<file path="src/rtl/stack_proc_io_bridge.sv">
`default_nettype none
// ============================================================================
//  Module      : stack_proc_io_bridge
//  Description : Host-side peripheral on the stack processor's memory-mapped
//                I/O port. Bytes from a valid/ready host stream are presented
//                on the processor input port using a two-phase toggle
//                (bit 7). The processor acknowledges them by echoing that
//                toggle in data_out bit 6. Bytes the processor publishes with
//                its own toggle (data_out bit 7) are queued for the host.
//                Each direction has a small FIFO.
//  Revision    : 1.0 - initial release
// ============================================================================
module stack_proc_io_bridge #(
    parameter int IN_DEPTH  = 4,
    parameter int OUT_DEPTH = 4
) (
    input  logic       clk,
    input  logic       rstN,
    input  logic [6:0] host_in_data,
    input  logic       host_in_valid,
    output logic       host_in_ready,
    output logic [5:0] host_out_data,
    output logic       host_out_valid,
    input  logic       host_out_ready,
    output logic [7:0] proc_data_in,
    input  logic [7:0] proc_data_out,
    output logic       out_overflow,
    output logic       proto_err
);

    localparam int c_IN_AW  = $clog2(IN_DEPTH);
    localparam int c_OUT_AW = $clog2(OUT_DEPTH);

    typedef enum logic [0:0] {
        ST_IDLE    = 1'b0,
        ST_PENDING = 1'b1
    } state_t;

    // ------------------------------------------------------------------------
    // Inbound path: host -> FIFO -> processor input port
    // ------------------------------------------------------------------------
    logic [6:0]       r_in_mem [IN_DEPTH];
    logic [c_IN_AW:0] r_in_wptr;
    logic [c_IN_AW:0] r_in_rptr;
    logic             w_in_full;
    logic             w_in_empty;
    logic             w_in_push;
    logic             w_in_pop;
    logic [6:0]       w_in_head;

    state_t           r_state;
    logic             r_in_tog;
    logic [6:0]       r_payload;
    logic             r_proto_err;
    logic             w_ack;
    logic             w_ack_match;

    // Extra pointer MSB distinguishes full from empty when the indices match.
    assign w_in_full  = (r_in_wptr[c_IN_AW] != r_in_rptr[c_IN_AW]) &&
                        (r_in_wptr[c_IN_AW-1:0] == r_in_rptr[c_IN_AW-1:0]);
    assign w_in_empty = (r_in_wptr == r_in_rptr);
    assign w_in_push  = host_in_valid && !w_in_full;
    assign w_in_head  = r_in_mem[r_in_rptr[c_IN_AW-1:0]];

    assign w_ack       = proc_data_out[6];
    assign w_ack_match = (w_ack == r_in_tog);

    // A new byte is taken whenever nothing is outstanding: either idle, or
    // the processor has just echoed the current toggle.
    assign w_in_pop = !w_in_empty &&
                      ((r_state == ST_IDLE) || w_ack_match);

    assign host_in_ready = !w_in_full;
    assign proc_data_in  = {r_in_tog, r_payload};
    assign proto_err     = r_proto_err;

    // Inbound storage array; contents are don't-care until written.
    always_ff @(posedge clk) begin
        if (w_in_push) begin
            r_in_mem[r_in_wptr[c_IN_AW-1:0]] <= host_in_data;
        end
    end

    // Inbound FIFO pointers.
    always_ff @(posedge clk or negedge rstN) begin
        if (!rstN) begin
            r_in_wptr <= '0;
            r_in_rptr <= '0;
        end else begin
            if (w_in_push) begin
                r_in_wptr <= r_in_wptr + 1'b1;
            end
            if (w_in_pop) begin
                r_in_rptr <= r_in_rptr + 1'b1;
            end
        end
    end

    // Presentation FSM: loads the payload, flips the toggle, waits for ack.
    always_ff @(posedge clk or negedge rstN) begin
        if (!rstN) begin
            r_state     <= ST_IDLE;
            r_in_tog    <= 1'b0;
            r_payload   <= '0;
            r_proto_err <= 1'b0;
        end else begin
            // An ack that moves while nothing is outstanding is a protocol
            // violation; it is flagged but the ack bit is left as-is.
            if ((r_state == ST_IDLE) && !w_ack_match) begin
                r_proto_err <= 1'b1;
            end
            case (r_state)
                ST_IDLE: begin
                    if (w_in_pop) begin
                        r_payload <= w_in_head;
                        r_in_tog  <= ~r_in_tog;
                        r_state   <= ST_PENDING;
                    end
                end
                ST_PENDING: begin
                    if (w_in_pop) begin
                        r_payload <= w_in_head;
                        r_in_tog  <= ~r_in_tog;
                    end else if (w_ack_match) begin
                        r_state <= ST_IDLE;
                    end
                end
                default: begin
                    r_state <= ST_IDLE;
                end
            endcase
        end
    end

    // ------------------------------------------------------------------------
    // Outbound path: processor output port -> FIFO -> host
    // ------------------------------------------------------------------------
    logic [5:0]        r_out_mem [OUT_DEPTH];
    logic [c_OUT_AW:0] r_out_wptr;
    logic [c_OUT_AW:0] r_out_rptr;
    logic              r_prev_out_tog;
    logic              r_out_overflow;
    logic              w_out_full;
    logic              w_out_empty;
    logic              w_out_event;
    logic              w_out_pop;
    logic              w_out_push;
    logic              w_out_drop;

    assign w_out_full  = (r_out_wptr[c_OUT_AW] != r_out_rptr[c_OUT_AW]) &&
                         (r_out_wptr[c_OUT_AW-1:0] == r_out_rptr[c_OUT_AW-1:0]);
    assign w_out_empty = (r_out_wptr == r_out_rptr);
    assign w_out_event = proc_data_out[7] ^ r_prev_out_tog;
    assign w_out_pop   = !w_out_empty && host_out_ready;
    // A same-cycle pop frees the slot, so a full FIFO can still accept.
    assign w_out_push  = w_out_event && (!w_out_full || w_out_pop);
    assign w_out_drop  = w_out_event && w_out_full && !w_out_pop;

    assign host_out_valid = !w_out_empty;
    assign host_out_data  = r_out_mem[r_out_rptr[c_OUT_AW-1:0]];
    assign out_overflow   = r_out_overflow;

    // Outbound storage array; contents are don't-care until written.
    always_ff @(posedge clk) begin
        if (w_out_push) begin
            r_out_mem[r_out_wptr[c_OUT_AW-1:0]] <= proc_data_out[5:0];
        end
    end

    // Toggle tracking, outbound pointers and the sticky overflow flag.
    always_ff @(posedge clk or negedge rstN) begin
        if (!rstN) begin
            r_prev_out_tog <= 1'b0;
            r_out_wptr     <= '0;
            r_out_rptr     <= '0;
            r_out_overflow <= 1'b0;
        end else begin
            r_prev_out_tog <= proc_data_out[7];
            if (w_out_push) begin
                r_out_wptr <= r_out_wptr + 1'b1;
            end
            if (w_out_pop) begin
                r_out_rptr <= r_out_rptr + 1'b1;
            end
            if (w_out_drop) begin
                r_out_overflow <= 1'b1;
            end
        end
    end

endmodule
`default_nettype wire

</file>
<file path="config.mk">
export PLATFORM = sky130hd
export DESIGN_NAME = stack_proc_io_bridge
export DESIGN_NICKNAME = d
export VERILOG_FILES = /design/src/rtl/stack_proc_io_bridge.sv
export SDC_FILE = /design/constraint.sdc
export NUM_CORES = 1
export LEC_CHECK = 0
export CAP_MARGIN = 20
export CORE_AREA = 2 2 107 109
export DETAILED_ROUTE_END_ITERATION = 7
export DIE_AREA = 0 0 109 111
export PLACE_DENSITY = 0.56
export SLEW_MARGIN = 10
export SYNTH_ARGS = -nofsm -noshare
export SYNTH_HDL_FRONTEND = slang
export SYNTH_SLANG_ARGS = --single-unit
</file>
<file path="constraint.sdc">
create_clock -name clk -period 1.7 [get_ports clk]
set_input_delay 0.51 -clock clk [delete_from_list [all_inputs] [get_ports clk]]
set_output_delay 0.51 -clock clk [all_outputs]
set_load 0.02 [all_outputs]
</file>
==> results.yml, run 1 <==
route:
  drtIter0Drc: 55
  vias: 1655
  wl_um: 5521
  drcViolationCount: 0
  drtPass1Iterations: 4
  ant_nets: 0
  vias_per_cell: 4.169
  drt-wirelength-per-cell_um: 13.91
floorplan:
  row_count: 39
  die_h_um: 111
  io_pins: 37
  die_area_um2: 12100
  die_w_um: 109
  core-area_um2: 11080
  start_util_pct: 29.03
yosys:
  syn_inst: 164
  synth-edff-count: 52
  synth_area_leaders: "edfxtp_1 49%, dfrtp_1 19%, mux4_1 4.9%"
  synth_top_cell_area_share_pct: 48.56
  yosys.area.top_type: "edfxtp_1"
  seq_area_frac_synth_pct: 67.24
  synth_cell_types: 31
  avgSynthCellArea_um2: 19.61
  ys.warnings.count: 0
  synth_area_um2: 3216
  synth_flop_cell: "edfxtp_1"
  syn-num-nets: 193
  synth_seq_cells: 76
  async_reset_ff_share_pct: 31.58
min_path:
  whs_path_depth: 1
  worstHoldEndpoint: "r_prev_out_tog"
  hold_path.class: "primary input to flop"
  min_from: "proc_data_out[7]"
sta:
  setup_viol: 8
  period_minus_slack_ns: 2.023
  hold_viol_final: 0
  fmax_mhz: 494.4
  maxSlewViolCount: 0
  period_share_pct: 119.0
  rsz0062_at_grt: "true"
  fin_ws_ns: -0.3228
  skew_ns: 0.005747
  slew_headroom_pct: 75.85
  worst_slew_pin_slew_ns: 0.3623
cells_and_area:
  fin_cells: 397
  syn_to_final_growth_pct: 39.57
  drive_above_1_share_pct: 40.55
  final_nets: 278
  final_common_cell: "edfxtp_1"
  final_cell_mix: "52 x edfxtp_1, 36 x buf_4, 24 x dfrtp_1"
  antenna_cells: 0
  utilization_pct: 40.52
run_status:
  outcome: "complete, but fails checks"
  violations: "negative setup slack"
placement:
  port-buffer-count: 36
  gp_congestion: 0.6931
  place_worst_setup_slack_ns: -0.3848
  dpl.hpwl_um: 3815
  dp_cells: 374
worst_setup_path:
  r2r_slack_ns: 0.04
  path_max_fanout: 6
  r2r_cells: 5
  reg2reg_to: "r_payload[0]"
  critPathRequiredTime_ns: 1.19
  arrival_ns: 1.51
  cp-start-kind: "flop"
  rr_startpoint: "r_in_rptr[1]"
  cp-end-kind: "output pin"
  path_class: "flop to output pin"
grt:
  grt_max_degree: 25
  antenna_found_initial: 0
  gr-total-overflow: 0
  grt_usage_pct: 9.826
  grt_pass1_vias: 1785
  grt_pass1_wl_um: 8901
clock_tree:
  cts-root-buf: "clkbuf_16"
  numCtsBuffers: 9
  cts_sinks: 76
  clock_path_buffers: 2
  cts_tree: "yes"
  clk_latency_ns: 0.32
  hold_buffers: 0
  clk_pin_slew_ns: 0.06
  htree_num_levels: 3
pwr:
  vdd_drop_max_mv: 0.6730
  power.total_mw: 9.429
  power_density_nw_per_um2: 2101
  p_leak_nw: 1.785
run:
  maxCapViolations: 0
## layer usage
layer  wire [um]  GRT usage [%]
met1        2507          12.70
met2        2687          15.20
met3         234          2.704
met4          91          4.615
met5           0              0
## worst max-delay path, stage by stage, from the launching register on
cell and delay (ns):
dfrtp_1 0.40, buf_12 0.14, mux4_2 0.50, buf_6 0.15
## state kept, by name, indices dropped and copies added (netlist names)
register	count
out_overflow	1
proto_err	1
r_in_mem	28
r_in_rptr	3
r_in_tog	1
r_in_wptr	3
r_out_mem	24
r_out_rptr	3
r_out_wptr	3
r_payload	7
r_prev_out_tog	1
r_state	1
## Yosys cell counts (4+ instances only)
cell type  number
xnor2_1         6
edfxtp_1       52
ha_1           10
dfrtp_1        24
inv_1           6
mux2_4          7
xor2_1          4
nand2_1         4
buf_6           4
and3_1          4
mux4_1          6
mux4_2          7
## per-stage QoR
stage	cell area, um2	hold slack (ns)	TNS [ns]
after global routing	4488	0.3795	-2.680
after global placement	4061	0.4481	-12.79
final	4488	0.3781	-2.249
after detailed placement	4061	0.4500	-13.22
after CTS	4368	0.4591	-2.469
after floorplan	3229	0.2144	0
## area by class of cell
cell class	count	area, um2
Timing Repair Buffer	80	789.5
Inverter	6	22.52
Clock inverter	7	83.83
Fill cell	1018	6589
Clock buffer	9	225.2
Tap cell	143	178.9
Sequential cell	76	2162
Multi-Input combinational cell	76	1026
## where the power goes
part           leakage (nW)  internal (mW)  switching (mW)  total, mW
logic                 0.891           2.71            1.87       4.58
registers             0.751           2.60           0.335       2.93
clock network         0.142           1.16           0.758       1.92
total                  1.78           6.46            2.96       9.43
## worst max-delay path by stage
stage	end	slack, ns	start	cells after the start
5_1_grt	host_out_data[3]	-0.37	r_out_rptr[0]	3
4_1_cts	host_out_data[3]	-0.35	r_out_rptr[0]	3
3_3_place_gp	host_out_valid	-0.37	r_out_rptr[0]	5
6_report	host_out_data[3]	-0.32	r_out_rptr[0]	3
2_1_floorplan	r_in_wptr[2]	0.02	r_in_rptr[1]	5
3_5_place_dp	host_out_valid	-0.38	r_out_rptr[0]	5
## cells by family (layout without fill, tap and decap cells)
logic type / after synthesis / after routing / synth area share (%)
adders and majority gates: 10 / 10 / 3.891
AOI/OAI and AO/OA: 10 / 10 / 2.957
xor gates and xnor gates: 16 / 16 / 6.109
buffers and inverters: 12 / 102 / 2.568
and+or+nand+nor: 17 / 17 / 3.113
DFF: 76 / 76 / 67.24
muxes: 23 / 23 / 14.12
## what timing repair did
action	CTS	global route
setup buffers	0	6
resized for setup	58	10
gates cloned	0	1
endpoints found under the setup margin	36	34
hold endpoints to repair	0	0
pin swaps	2	4
(Power assumes the default switching activity.)
==> inputs of run 2 (changes only) <==
--- a/config.mk
+++ b/config.mk
@@ -9,7 +9,8 @@
 export CORE_AREA = 2 2 107 109
 export DETAILED_ROUTE_END_ITERATION = 7
 export DIE_AREA = 0 0 109 111
-export PLACE_DENSITY = 0.56
+export GPL_ROUTABILITY_DRIVEN = 0
+export PLACE_DENSITY = 0.54
 export SLEW_MARGIN = 10
 export SYNTH_ARGS = -nofsm -noshare
 export SYNTH_HDL_FRONTEND = slang
==> constraint.sdc (replaced) <==
create_clock -name clk -period 2.5 [get_ports clk]
set_input_delay 0.75 -clock clk [delete_from_list [all_inputs] [get_ports clk]]
set_output_delay 0.75 -clock clk [all_outputs]
set_load 0.02 [all_outputs]
==> results.yml, run 2 (synthesis gave the netlist of run 1 again) <==
route:
  drcViolationCount: 0
  vias_per_cell: 4.259
  wl_um: 5366
  drt-wirelength-per-cell_um: 14.46
  ant_nets: 0
  vias: 1580
  drtPass1Iterations: 4
  drtIter0Drc: 42
floorplan:
  start_util_pct: 29.03
  row_count: 39
  die_area_um2: 12100
  die_h_um: 111
  io_pins: 37
  die_w_um: 109
  core-area_um2: 11080
sta:
  fin_ws_ns: 0.07567
  worst_slew_pin_slew_ns: 0.4429
  skew_ns: 0.003064
  period_minus_slack_ns: 2.424
  tns_ns: 0
  period_share_pct: 96.97
  hold_viol_final: 0
  rsz0062_at_grt: "false"
  slew_headroom_pct: 70.48
  setup_viol: 0
  fmax_mhz: 412.5
  maxSlewViolCount: 0
pwr:
  seq_power_share_pct: 35.2
  p_sw_mw: 1.815
  clkPwrFrac_pct: 22.8
  combPwrFrac_pct: 42.0
  power_density_nw_per_um2: 1370
  p_sw_share_pct: 32.01
  vdd_drop_max_mv: 0.6074
  p_int_mw: 3.857
  p_leak_nw: 1.582
placement:
  place_worst_setup_slack_ns: 0.1416
  dp_cells: 355
  port-buffer-count: 36
  dpl.hpwl_um: 3672
cells_and_area:
  final_cell_mix: "52 x edfxtp_1, 28 x clkdlybuf4s50_1, 24 x dfrtp_1"
  utilization_pct: 37.38
  syn_to_final_growth_pct: 28.75
  largest_reg_flops: 28
  fillCellCount: 1045
  final_common_cell: "edfxtp_1"
  final_nets: 252
  drive_above_1_share_pct: 28.51
  antenna_cells: 0
  fin_cells: 371
grt:
  antenna_found_initial: 0
  grt_usage_pct: 9.840
  gr-total-overflow: 0
  grt_pass1_wl_um: 8625
  grt_pass1_vias: 1663
  grt_max_degree: 25
worst_setup_path:
  arrival_ns: 1.67
  cp-start-kind: "flop"
  critPathRequiredTime_ns: 1.75
  path_max_fanout: 6
  cp-end-kind: "output pin"
  r2r_cells: 4
  path_class: "flop to output pin"
clock_tree:
  htree_num_levels: 3
  cts_sinks: 76
  cts_tree: "yes"
  clk_latency_ns: 0.33
  clk_pin_slew_ns: 0.06
  cts-root-buf: "clkbuf_16"
  numCtsBuffers: 9
  clock_path_buffers: 2
run_status:
  outcome: "finished clean"
min_path:
  hold_path.class: "flop to flop"
  whs_path_depth: 1
run:
  maxCapViolations: 0
==> run 2: what timing repair did <==
| item | 4_1_cts | 5_1_grt |
|---|---|---|
| hold buffers | 0 | 0 |
| endpoints found under the setup margin | 8 | 2 |
| gates cloned | 0 | 0 |
| resized for setup | 10 | 2 |
| setup buffers | 0 | 0 |
==> run 2: final timing paths <==
| path | startpoint | endpoint | slack (ns) |
|---|---|---|---|
| worst max-delay path | r_out_rptr[0] | host_out_data[3] | 0.08 |
| worst min-delay path | proto_err | proto_err | 0.46 |
| worst max register to register | r_in_rptr[2] | r_in_mem[0][6] | 0.77 |
| worst min register to register | proto_err | proto_err | 0.46 |
| max in group asynchronous | rstN | proto_err | 1.42 |
| min in group asynchronous | rstN | r_payload[6] | 0.81 |
==> run 2: metal layers <==
metal  vias to the layer above  global-route usage [%]  routed length [um]
met2                        40                   15.86                2760
met4                         0                   3.846                  82
li1                        745                       -                   -
met3                        10                   3.821                 296
met5                         -                       0                   0
met1                       785                   11.73                2226
==> run 2: per-stage QoR <==
step | power, mW | instance area [um2] | hold WS, ns
2_1_floorplan | 3.655 | 3216 | 0.4544
3_3_place_gp | 4.478 | 3842 | 0.4489
3_5_place_dp | 4.508 | 3842 | 0.4594
4_1_cts | 5.773 | 4144 | 0.4696
5_1_grt | 6.031 | 4140 | 0.4833
6_report | 5.672 | 4140 | 0.4596
==> run 2: worst max-delay path, cell delays in order, from the launching register on <==
cell,delay [ns]
dfrtp_1,0.34
buf_4,0.18
mux4_2,0.50
dlygate4sd2_1,0.33
==> run 2: power by group through the flow <==
stage / clock network, mW / registers [mW] / logic, mW
3_5_place_dp: 0 / 2.03 / 2.48
3_3_place_gp: 0 / 2.02 / 2.46
5_1_grt: 1.38 / 2.05 / 2.60
2_1_floorplan: 0 / 2.05 / 1.60
6_report: 1.29 / 2.00 / 2.38
4_1_cts: 1.33 / 2.01 / 2.43
==> run 2: cell type report <==
type	instances	area (um2)	area share [%]
clock buffer	10	239.0	5.772
clock inverter	6	63.81	1.541
inverter	6	22.52	0.5440
multi-input combinational	76	978.4	23.63
sequential	76	2162	52.22
tap	143	178.9	4.322
timing repair buffer	54	495.5	11.97
